## config.mk

```make
export PLATFORM = sky130hd
export DESIGN_NAME = filter_param_ctrl
export DESIGN_NICKNAME = d
export VERILOG_FILES = /design/src/rtl/filter_pkg.sv /design/src/rtl/filter_face_reg.sv /design/src/rtl/filter_param_ctrl.sv
export SDC_FILE = /design/constraint.sdc
export NUM_CORES = 1
export LEC_CHECK = 0
export CAP_MARGIN = 5
export CORE_ASPECT_RATIO = 0.6
export CORE_UTILIZATION = 26
export CTS_BUF_LIST = sky130_fd_sc_hd__clkbuf_8
export CTS_CLUSTER_SIZE = 14
export DETAILED_ROUTE_END_ITERATION = 10
export HOLD_SLACK_MARGIN = 0.03
export PLACE_DENSITY = 0.55
export SLEW_MARGIN = 0
export SYNTH_ARGS = -nofsm -noshare
export SYNTH_HDL_FRONTEND = slang
export SYNTH_SLANG_ARGS = --single-unit
```

## constraint.sdc

```tcl
create_clock -name iCLK -period 2.1 [get_ports iCLK]
set_input_delay 0.42 -clock iCLK [delete_from_list [all_inputs] [get_ports iCLK]]
set_output_delay 0.42 -clock iCLK [all_outputs]
set_load 0.02 [all_outputs]
```

## src/rtl/filter_pkg.sv

```systemverilog
// Shared types for the face-filter parameter controller: face packing, style and FSM encodings.
package filter_pkg;

  localparam int FACE_W  = 42;
  localparam int COORD_W = 7;

  typedef struct packed {
    logic [COORD_W-1:0] pos_x;
    logic [COORD_W-1:0] pos_y;
    logic [COORD_W-1:0] eye_row1;
    logic [COORD_W-1:0] eye_col1;
    logic [COORD_W-1:0] eye_row2;
    logic [COORD_W-1:0] eye_col2;
  } face_t;

  typedef enum logic [1:0] {
    STYLE_0 = 2'd0,
    STYLE_1 = 2'd1,
    STYLE_2 = 2'd2,
    STYLE_3 = 2'd3
  } style_t;

  typedef enum logic [1:0] {
    ST_COLLECT = 2'd0,
    ST_HOLD    = 2'd1,
    ST_COMMIT  = 2'd2
  } ctrl_state_t;

endpackage

```

## src/rtl/filter_face_reg.sv

```systemverilog
// One face slot: shadow register filled by detector beats, live register loaded at commit.
// Define FILTER_SMOOTH_EN to average new coordinates with the previous live ones.
module filter_face_reg
  import filter_pkg::*;
(
  input  logic  clk_i,
  input  logic  rst_ni,
  input  logic  wr_i,
  input  face_t wr_data_i,
  input  logic  commit_i,
  input  logic  load_i,
  input  face_t load_data_i,
`ifdef FILTER_SMOOTH_EN
  input  logic  drop_i,
`endif
  output face_t shadow_o,
  output logic  valid_o,
  output face_t live_o
);

  face_t shadow_q;
  face_t live_q;
  face_t live_d;
  logic  valid_q;

`ifdef FILTER_SMOOTH_EN
  // Set while this slot holds a face that was live in the previous frame.
  logic live_vld_q;

  function automatic logic [COORD_W-1:0] avg7(input logic [COORD_W-1:0] a,
                                               input logic [COORD_W-1:0] b);
    logic [COORD_W:0] sum;
    sum = {1'b0, a} + {1'b0, b};
    return sum[COORD_W:1];
  endfunction

  function automatic face_t avg_face(input face_t a, input face_t b);
    face_t r;
    r.pos_x    = avg7(a.pos_x,    b.pos_x);
    r.pos_y    = avg7(a.pos_y,    b.pos_y);
    r.eye_row1 = avg7(a.eye_row1, b.eye_row1);
    r.eye_col1 = avg7(a.eye_col1, b.eye_col1);
    r.eye_row2 = avg7(a.eye_row2, b.eye_row2);
    r.eye_col2 = avg7(a.eye_col2, b.eye_col2);
    return r;
  endfunction
`endif

  always_comb begin
    live_d = live_q;
    if (load_i) begin
`ifdef FILTER_SMOOTH_EN
      live_d = live_vld_q ? avg_face(live_q, load_data_i) : load_data_i;
`else
      live_d = load_data_i;
`endif
    end
  end

  always_ff @(posedge clk_i) begin
    if (!rst_ni) begin
      shadow_q   <= '0;
      valid_q    <= 1'b0;
      live_q     <= '0;
`ifdef FILTER_SMOOTH_EN
      live_vld_q <= 1'b0;
`endif
    end else begin
      if (wr_i) begin
        shadow_q <= wr_data_i;
        valid_q  <= 1'b1;
      end else if (commit_i) begin
        valid_q  <= 1'b0;
      end
      live_q <= live_d;
`ifdef FILTER_SMOOTH_EN
      if (commit_i) begin
        live_vld_q <= load_i;
      end else if (drop_i) begin
        live_vld_q <= 1'b0;
      end
`endif
    end
  end

  assign shadow_o = shadow_q;
  assign valid_o  = valid_q;
  assign live_o   = live_q;

endmodule

```

## src/rtl/filter_param_ctrl.sv

```systemverilog
// Filter parameter controller: collects detector face beats, commits them at vsync, tracks style.
// Define FILTER_SMOOTH_EN to enable coordinate smoothing inside the face slots.
module filter_param_ctrl
  import filter_pkg::*;
#(
  parameter int MISS_FRAMES = 4,
  parameter int STYLE_RST   = 0
) (
  input  logic              iCLK,
  input  logic              iRST_N,
  input  logic              iFRAME_START,
  input  logic              iKEY_STYLE,
  input  logic              iDET_VALID,
  output logic              oDET_READY,
  input  logic              iDET_IDX,
  input  logic              iDET_NULL,
  input  logic              iDET_LAST,
  input  logic [FACE_W-1:0] iDET_FACE,
  output logic [FACE_W-1:0] oFACE0,
  output logic [FACE_W-1:0] oFACE1,
  output logic [1:0]        oNUM,
  output logic [1:0]        oSTYLE,
  output logic              oFRAME_UPD
);

  localparam int                MISS_W     = $clog2(MISS_FRAMES + 1);
  localparam logic [MISS_W-1:0] MISS_MAX   = MISS_W'(MISS_FRAMES);
  localparam logic [MISS_W-1:0] MISS_LAST  = MISS_W'(MISS_FRAMES - 1);
  localparam style_t            STYLE_INIT = style_t'(STYLE_RST[1:0]);

  ctrl_state_t       state_q;
  logic              ready_q;
  logic              upd_q;
  logic [1:0]        num_q;
  style_t            style_q;
  style_t            pend_q;
  logic [MISS_W-1:0] miss_q;

  logic       xfer;
  logic       commit;
  logic       drop;
  logic [1:0] commit_num;
  face_t      det_face;
  face_t      shadow [2];
  face_t      live [2];
  face_t      load_data [2];
  logic [1:0] valid;
  logic [1:0] load;
  logic [1:0] wr;

  assign det_face = iDET_FACE;
  assign xfer     = iDET_VALID && ready_q;
  assign commit   = (state_q == ST_COMMIT);
  // The frame that makes miss_q reach MISS_FRAMES drops the live face count.
  assign drop     = (state_q == ST_COLLECT) && iFRAME_START && (miss_q == MISS_LAST);

  assign commit_num = (valid == 2'b11) ? 2'd2 : ((|valid) ? 2'd1 : 2'd0);

  // Valid faces are packed toward slot 0, so a lone slot-1 face lands in oFACE0.
  always_comb begin
    load[0]      = commit && (valid[0] || valid[1]);
    load[1]      = commit && valid[0] && valid[1];
    load_data[0] = valid[0] ? shadow[0] : shadow[1];
    load_data[1] = shadow[1];
  end

  generate
    for (genvar gi = 0; gi < 2; gi++) begin : g_slot
      assign wr[gi] = xfer && !iDET_NULL && (iDET_IDX == 1'(gi));

      filter_face_reg u_slot (
        .clk_i       (iCLK),
        .rst_ni      (iRST_N),
        .wr_i        (wr[gi]),
        .wr_data_i   (det_face),
        .commit_i    (commit),
        .load_i      (load[gi]),
        .load_data_i (load_data[gi]),
`ifdef FILTER_SMOOTH_EN
        .drop_i      (drop),
`endif
        .shadow_o    (shadow[gi]),
        .valid_o     (valid[gi]),
        .live_o      (live[gi])
      );
    end
  endgenerate

  always_ff @(posedge iCLK) begin
    if (!iRST_N) begin
      state_q <= ST_COLLECT;
      ready_q <= 1'b1;
      upd_q   <= 1'b0;
      num_q   <= 2'd0;
      style_q <= STYLE_INIT;
      pend_q  <= STYLE_INIT;
      miss_q  <= '0;
    end else begin
      upd_q <= 1'b0;
      // A key press coinciding with vsync lands in pend_q after the old value was applied.
      if (iKEY_STYLE) begin
        pend_q <= style_t'(pend_q + 2'd1);
      end
      if (iFRAME_START) begin
        style_q <= pend_q;
      end
      case (state_q)
        ST_COLLECT: begin
          if (xfer && iDET_LAST) begin
            state_q <= ST_HOLD;
            ready_q <= 1'b0;
          end
          if (iFRAME_START && (miss_q != MISS_MAX)) begin
            miss_q <= miss_q + MISS_W'(1);
          end
          if (drop) begin
            num_q <= 2'd0;
            upd_q <= 1'b1;
          end
        end
        ST_HOLD: begin
          if (iFRAME_START) begin
            state_q <= ST_COMMIT;
          end
        end
        ST_COMMIT: begin
          state_q <= ST_COLLECT;
          ready_q <= 1'b1;
          num_q   <= commit_num;
          upd_q   <= 1'b1;
          miss_q  <= '0;
        end
        default: begin
          state_q <= ST_COLLECT;
          ready_q <= 1'b1;
        end
      endcase
    end
  end

  assign oDET_READY = ready_q;
  assign oFACE0     = live[0];
  assign oFACE1     = live[1];
  assign oNUM       = num_q;
  assign oSTYLE     = style_q;
  assign oFRAME_UPD = upd_q;

endmodule

```

==> flow_summary.ini, run 1 <==
[clock_network]
cts-root-buf = clkbuf_8
cts_buffer_depth = 2
clk_pin_slew_worst_paths_ns = 0.10
numCtsBuffers = 17
clock-sinks = 183
clk_latency_ns = 0.48
cts_hold_buf = 0
cts_tree = yes
postCtsSetupBuffers = 0
cts_max_level = 4

[logic_synthesis]
yosysUniqueCellTypes = 28
syn_avg_cell_area_sq_um = 9.29
ys.flop_type = dfxtp_1
synth_top_area_cell = dfxtp_1
syn_inst = 731
yosysTopAreaCellShare = 0.540
synth_top_family_by_area = simple AND/OR/NAND/NOR gates
syn-cell-area_sq_mm = 0.00679
synth_edf_count = 0
yosys_warnings = 0
synthAdderAreaFrac = 0.00922
async_flop_share = 0
synth-compound-area-share = 0.158
synthMuxAreaShare = 0.0664
ys_ff_latch = 183
ys_seq_area_frac = 0.540
syn_nets = 786
synth-xor-area-share = 0.00258
synth_area_leaders = dfxtp_1, nand3_1, o21ai_0, mux2i_1, o2bb2ai_1
yosys.area_share.simple = 0.170

[global_routing]
grt_pass1_wl_um = 27900
use_met1 = 0.184
overflow = 0
antenna_found_initial = 1
grt_util_met2 = 0.200
track_usage = 0.135
grt_max_degree = 90
grt_use_met3 = 0.0460
busiest_layer = met2
grt_pass1_vias = 5019

[die]
start_util = 0.267
core_area_sq_mm = 0.0254
die_w_um = 211
die-area_sq_mm = 0.0268
ioPinCount = 140
die_y_um = 127
rows = 45

[sta]
slew_violations = 0
fin_setup_tns_ns = 0
hold_violations = 0
max_freq_mhz = 517
tightest_slew_ns = 0.520
fin_skew_ns = 0.0137
setup_viol = 0
slew_headroom = 0.653
layout_min_cycle_time_ns = 1.94
rsz0062_at_grt = no
timing.final.crit_share = 0.922

[detailed_routing]
drc = 0
via_per_inst = 4.47
vias = 5358
firstDrtPassIters = 6
ant_nets = 0
drt-initial-drc-count = 227
wl_um = 17800
routedWlPerCell_um = 14.8

[power]
p_total_w = 0.00647
irDropWorstVdd_uv = 286
p_leak_nw = 2.93
powerDensity_mw_per_mm2 = 729

[worst_setup_path]
required_ns = 1.68
worst_path_largest_cell_delay_ns = 0.63
cp_max_fo = 2
cp_num_buf_inv = 1
end_kind = output pin
crit_type = flip-flop to output pin
cp_slowest_cell = clkdlybuf4s50_1
critical_path.cell_chain = clkdlybuf4s50_1
cp_top_family = buffers and inverters
cp.arrival_ns = 1.52
worstSetupStartpointType = flip-flop

[place]
globalplace.congestion = 0.750
post-dp-hpwl_um = 11400
io_buffers = 139
dpl.cell_count = 1166

[cells_and_area]
register_area_sq_mm = 0.00367
multi_input_area_sq_mm = 0.00278
stdcell_count = 1198
final_layout_size_suffix_gt1_frac = 0.0603
final_nets = 888
fillCellCount = 2592
final_util = 0.349
area_delta_synth_final_pct = 30.8
diodes = 0

[status]
status = finished clean

[worst_hold_path]
hp-class = input port to flip-flop

[flow_run]
maxCapViolations = 0
==> report_power, final <==
part	switching [W]	internal (W)
registers	0.0000474	0.00354
clock network	0.00135	0.00110
logic	0.000243	0.000196
total	0.00164	0.00483
==> synth_stat cells, types with 2 or more instances <==
| library cell | count |
|---|---|
| o21ai_1 | 16 |
| a21oi_1 | 4 |
| a21boi_0 | 2 |
| buf_1 | 4 |
| inv_1 | 5 |
| buf_6 | 5 |
| buf_2 | 30 |
| nand3_1 | 129 |
| o2bb2ai_1 | 42 |
| nor2b_1 | 6 |
| clkbuf_1 | 23 |
| mux2i_1 | 45 |
| ha_1 | 5 |
| buf_4 | 5 |
| o21ai_0 | 118 |
| nand2b_1 | 3 |
| dfxtp_1 | 183 |
| and2_1 | 6 |
| nand2_1 | 91 |
==> layout make-up <==
| type | instances | area share |
|---|---|---|
| sequential | 183 | 0.413 |
| inverter | 5 | 0.00211 |
| tap | 352 | 0.0496 |
| multi-input combinational | 475 | 0.313 |
| timing repair buffer | 151 | 0.177 |
| clock inverter | 14 | 0.0166 |
| clock buffer | 18 | 0.0279 |
==> worst min-delay path: cells and delay by family <==
family	cells	cell delay, ns
buf+inv	1	0.17
compound gates	1	0.05
simple gates	1	0.09
==> layer usage <==
layer	part of all wire	vias to the layer above	wire [um]
li1	-	2774	-
met1	0.50	2429	8900
met2	0.42	137	7460
met3	0.070	16	1240
met4	0.0083	2	148
met5	0.00073	-	13
==> layout by cell type, fill, tap and decap left out, types with 2 or more instances in the layout <==
cell type,Yosys,routed
dfxtp_1,183,182
clkdlybuf4s50_1,0,137
nand3_1,129,129
o21ai_0,118,118
nand2_1,91,90
mux2i_1,45,45
o2bb2ai_1,42,42
clkbuf_8,0,18
o21ai_1,16,16
buf_12,0,7
and2_1,6,6
inv_1,5,5
nor2b_1,6,5
ha_1,5,5
buf_4,5,5
a21oi_1,4,4
clkinv_2,0,4
inv_6,0,4
nand2b_1,3,3
a21boi_0,2,2
clkinv_4,0,2
bufinv_16,0,2
clkinvlp_4,0,2
==> repair_timing <==
action                                  in CTS  in global routing
endpoints found under the hold margin        0                  0
endpoints found under the setup margin       0                  1
resized for setup                            0                  1
==> worst paths after layout <==
path / startpoint / to / slack [ns] / cells past startpoint
worst max-delay path: g_slot[1].u_slot.live_o[13] / oFACE1[13] / 0.16 / 1
worst min register to register: g_slot[0].u_slot.shadow_o[15] / g_slot[0].u_slot.shadow_o[15] / 0.46 / 2
worst max register to register: g_slot[1].u_slot.valid_o / g_slot[0].u_slot.live_o[30] / 0.41 / 6
worst min-delay path: iRST_N / g_slot[1].u_slot.live_o[41] / 0.29 / 3
==> cells by family after synthesis <==
kind of cell / Yosys count
AOI/OAI and AO/OA: 182
xor gates and xnor gates: 2
adders and majority gates: 5
buffers and inverters: 73
DFF: 183
muxes: 45
and+or+nand+nor: 241
==> through the flow <==
stage               hold slack, ns  setup slack (ns)  area [sq um]
finish                       0.291             0.164          8880
CTS                          0.243            0.0340          8870
global placement             0.445             0.193          8480
floorplan                    0.437             0.611          6790
detailed placement           0.449             0.222          8480
global route                 0.263            0.0926          8880
==> sequential cells by signal (all words and copies together) (netlist names) <==
name / flops
g_slot.u_slot.live_o: 84
g_slot.u_slot.shadow_o: 84
g_slot.u_slot.valid_o: 2
miss_q: 3
oDET_READY: 1
oFRAME_UPD: 1
oNUM: 2
oSTYLE: 2
pend_q: 2
state_q: 2
Power figures use the tool's default switching activity.
==> run 2, diff against run 1 <==
--- a/config.mk
+++ b/config.mk
@@ -11,8 +11,9 @@
 export CTS_BUF_LIST = sky130_fd_sc_hd__clkbuf_8
 export CTS_CLUSTER_SIZE = 14
 export DETAILED_ROUTE_END_ITERATION = 10
+export DONT_BUFFER_PORTS = 1
 export HOLD_SLACK_MARGIN = 0.03
-export PLACE_DENSITY = 0.55
+export PLACE_DENSITY = 0.48
 export SLEW_MARGIN = 0
 export SYNTH_ARGS = -nofsm -noshare
 export SYNTH_HDL_FRONTEND = slang
==> run 2 against run 1 <==
Compared with the run above: wire length decreased by 0.59%; largest cell class unchanged; sequential share of layout area grew 7.5 points; total power fell by 1.4%; largest power group unchanged; clock power up 3%; clock skew fell by 0.00084 ns; fmax up 1.5%; combinational power down 39%; critical path depth up 4; register-to-register slack worse by 0.22 ns; worst hold slack lost 0.21 ns.
==> flow_summary.ini, run 2 (synthesis gave the netlist of run 1 again) <==
[global_routing]
grt_pass1_wl_um = 27300
overflow = 0
grt_max_degree = 216
track_usage = 0.135
grt_pass1_vias = 4633
antenna_found_initial = 0

[detailed_routing]
wl_um = 17600
via_per_inst = 4.60
vias = 4896
firstDrtPassIters = 4
ant_nets = 0
routedWlPerCell_um = 16.6
drt-initial-drc-count = 252
drc = 0

[worst_setup_path]
critical_path.cell_chain = inv_1 -> ha_1 -> nor3b_2 -> nor2b_2 -> o2bb2ai_1
end_kind = flip-flop
worst_path_largest_cell_delay_ns = 0.98
worstSetupStartpointType = flip-flop
reg2reg_to = g_slot[0].u_slot.live_o[28]
crit_type = flip-flop to flip-flop
cp_slowest_cell = nor2b_2
cp.arrival_ns = 2.33
cp_top_family = simple AND/OR/NAND/NOR gates
timing.rr.start = g_slot[0].u_slot.valid_o
cp_max_fo = 19
r2r_cells = 5
required_ns = 2.52
cp_num_buf_inv = 1
rrSetupSlack_ns = 0.19

[die]
die_y_um = 127
start_util = 0.267
die_w_um = 211
core_area_sq_mm = 0.0254
ioPinCount = 140
rows = 45
die-area_sq_mm = 0.0268

[sta]
tightest_slew_ns = 1.27
timing.final.crit_share = 0.909
hold_violations = 0
setup_viol = 0
fin_setup_tns_ns = 0
slew_violations = 0
max_freq_mhz = 524
fin_skew_ns = 0.0128
hold_slack_ns = 0.0845
slew_headroom = 0.151
layout_min_cycle_time_ns = 1.91
rsz0062_at_grt = no

[clock_network]
cts_tree = yes
numCtsBuffers = 17
clk_latency_ns = 0.49
clock-sinks = 183
postCtsSetupBuffers = 0
cts-root-buf = clkbuf_8
cts_resized = 0
cts_max_level = 4
clk_pin_slew_worst_paths_ns = 0.10
cts_buffer_depth = 2

[worst_hold_path]
hold_depth = 2
hold_end = g_slot[0].u_slot.shadow_o[16]
worstHoldStart = iDET_FACE[16]
hp-class = input port to flip-flop

[place]
io_buffers = 0
globalplace.congestion = 0.687
placedInstanceArea_sq_mm = 0.00706
post-dp-hpwl_um = 10900

[power]
p_clk_frac = 0.396
switching_share = 0.238
powerDensity_mw_per_mm2 = 850
intPower_w = 0.00486
irDropWorstVdd_uv = 461
p_leak_nw = 2.45
seqPwrFrac = 0.562
p_sw_w = 0.00152
p_comb_frac = 0.042

[status]
status = finished clean

[cells_and_area]
fillCellCount = 2741
area_delta_synth_final_pct = 10.6
design_area_sq_mm = 0.00751
layout_common_cells = dfxtp_1, nand3_1, o21ai_0
final_layout_size_suffix_gt1_frac = 0.0729
diodes = 0
final_nets = 755
layout_commonest_cell = dfxtp_1

[flow_run]
maxCapViolations = 0
-- run 2: through the flow --
step | worst slack [ns] | total power [W] | utilization | instances
finish | 0.192 | 0.00638 | 0.295 | 1065
global route | 0.0778 | 0.00669 | 0.295 | 1065
CTS | 0.0464 | 0.00650 | 0.295 | 1064
detailed placement | 0.0629 | 0.00393 | 0.277 | 1030
global placement | 0.111 | 0.00393 | 0.277 | 1030
floorplan | 0.611 | 0.00392 | - | 731
-- run 2: how the worst max path moves through the flow --
stage | endpoint | start | slack (ns) | cells after the start
finish | g_slot[0].u_slot.live_o[28] | g_slot[0].u_slot.valid_o | 0.19 | 5
global route | g_slot[0].u_slot.live_o[38] | g_slot[0].u_slot.valid_o | 0.08 | 5
CTS | g_slot[0].u_slot.live_o[11] | g_slot[0].u_slot.valid_o | 0.05 | 6
detailed placement | g_slot[0].u_slot.live_o[10] | g_slot[0].u_slot.valid_o | 0.06 | 6
global placement | g_slot[0].u_slot.live_o[9] | g_slot[0].u_slot.valid_o | 0.11 | 6
floorplan | g_slot[0].u_slot.live_o[0] | g_slot[0].u_slot.valid_o | 0.61 | 8
-- run 2: area by class of cell --
cell class	instances	area [sq um]	area share
Sequential cell	183	3670	0.489
Multi-Input combinational cell	476	2790	0.372
Tap cell	352	440	0.0587
Clock buffer	22	303	0.0403
Timing Repair Buffer	17	170	0.0227
Clock inverter	10	118	0.0157
Inverter	5	18.8	0.00250
-- run 2: routing by layer --
layer / global-route usage / wire length (um) / share of wire
met5: 0 / 0 / 0
met3: 0.0720 / 1820 / 0.10
met4: 0.0435 / 168 / 0.0095
met2: 0.187 / 7080 / 0.40
met1: 0.177 / 8580 / 0.49
-- run 2: timing repair --
action	4_1_cts	5_1_grt
setup endpoints to repair	0	4
hold buffers	2	0
hold endpoints to repair	10	0
-- run 2: power groups by stage --
stage               Combinational, W  Clock [W]  Sequential (W)
detailed placement          0.000267          0         0.00367
finish                      0.000268    0.00253         0.00358
floorplan                   0.000262          0         0.00365
global placement            0.000264          0         0.00366
global route                0.000309    0.00279         0.00360
CTS                         0.000273    0.00264         0.00359
-- run 2: worst reg2reg max path: cells and delay by family (launching register included) --
kind	cells	cell delay [ns]
adders and majority gates	1	0.17
buffers and inverters	1	0.07
AOI/OAI and AO/OA	1	0.20
DFF	1	0.35
and+or+nand+nor	2	1.06
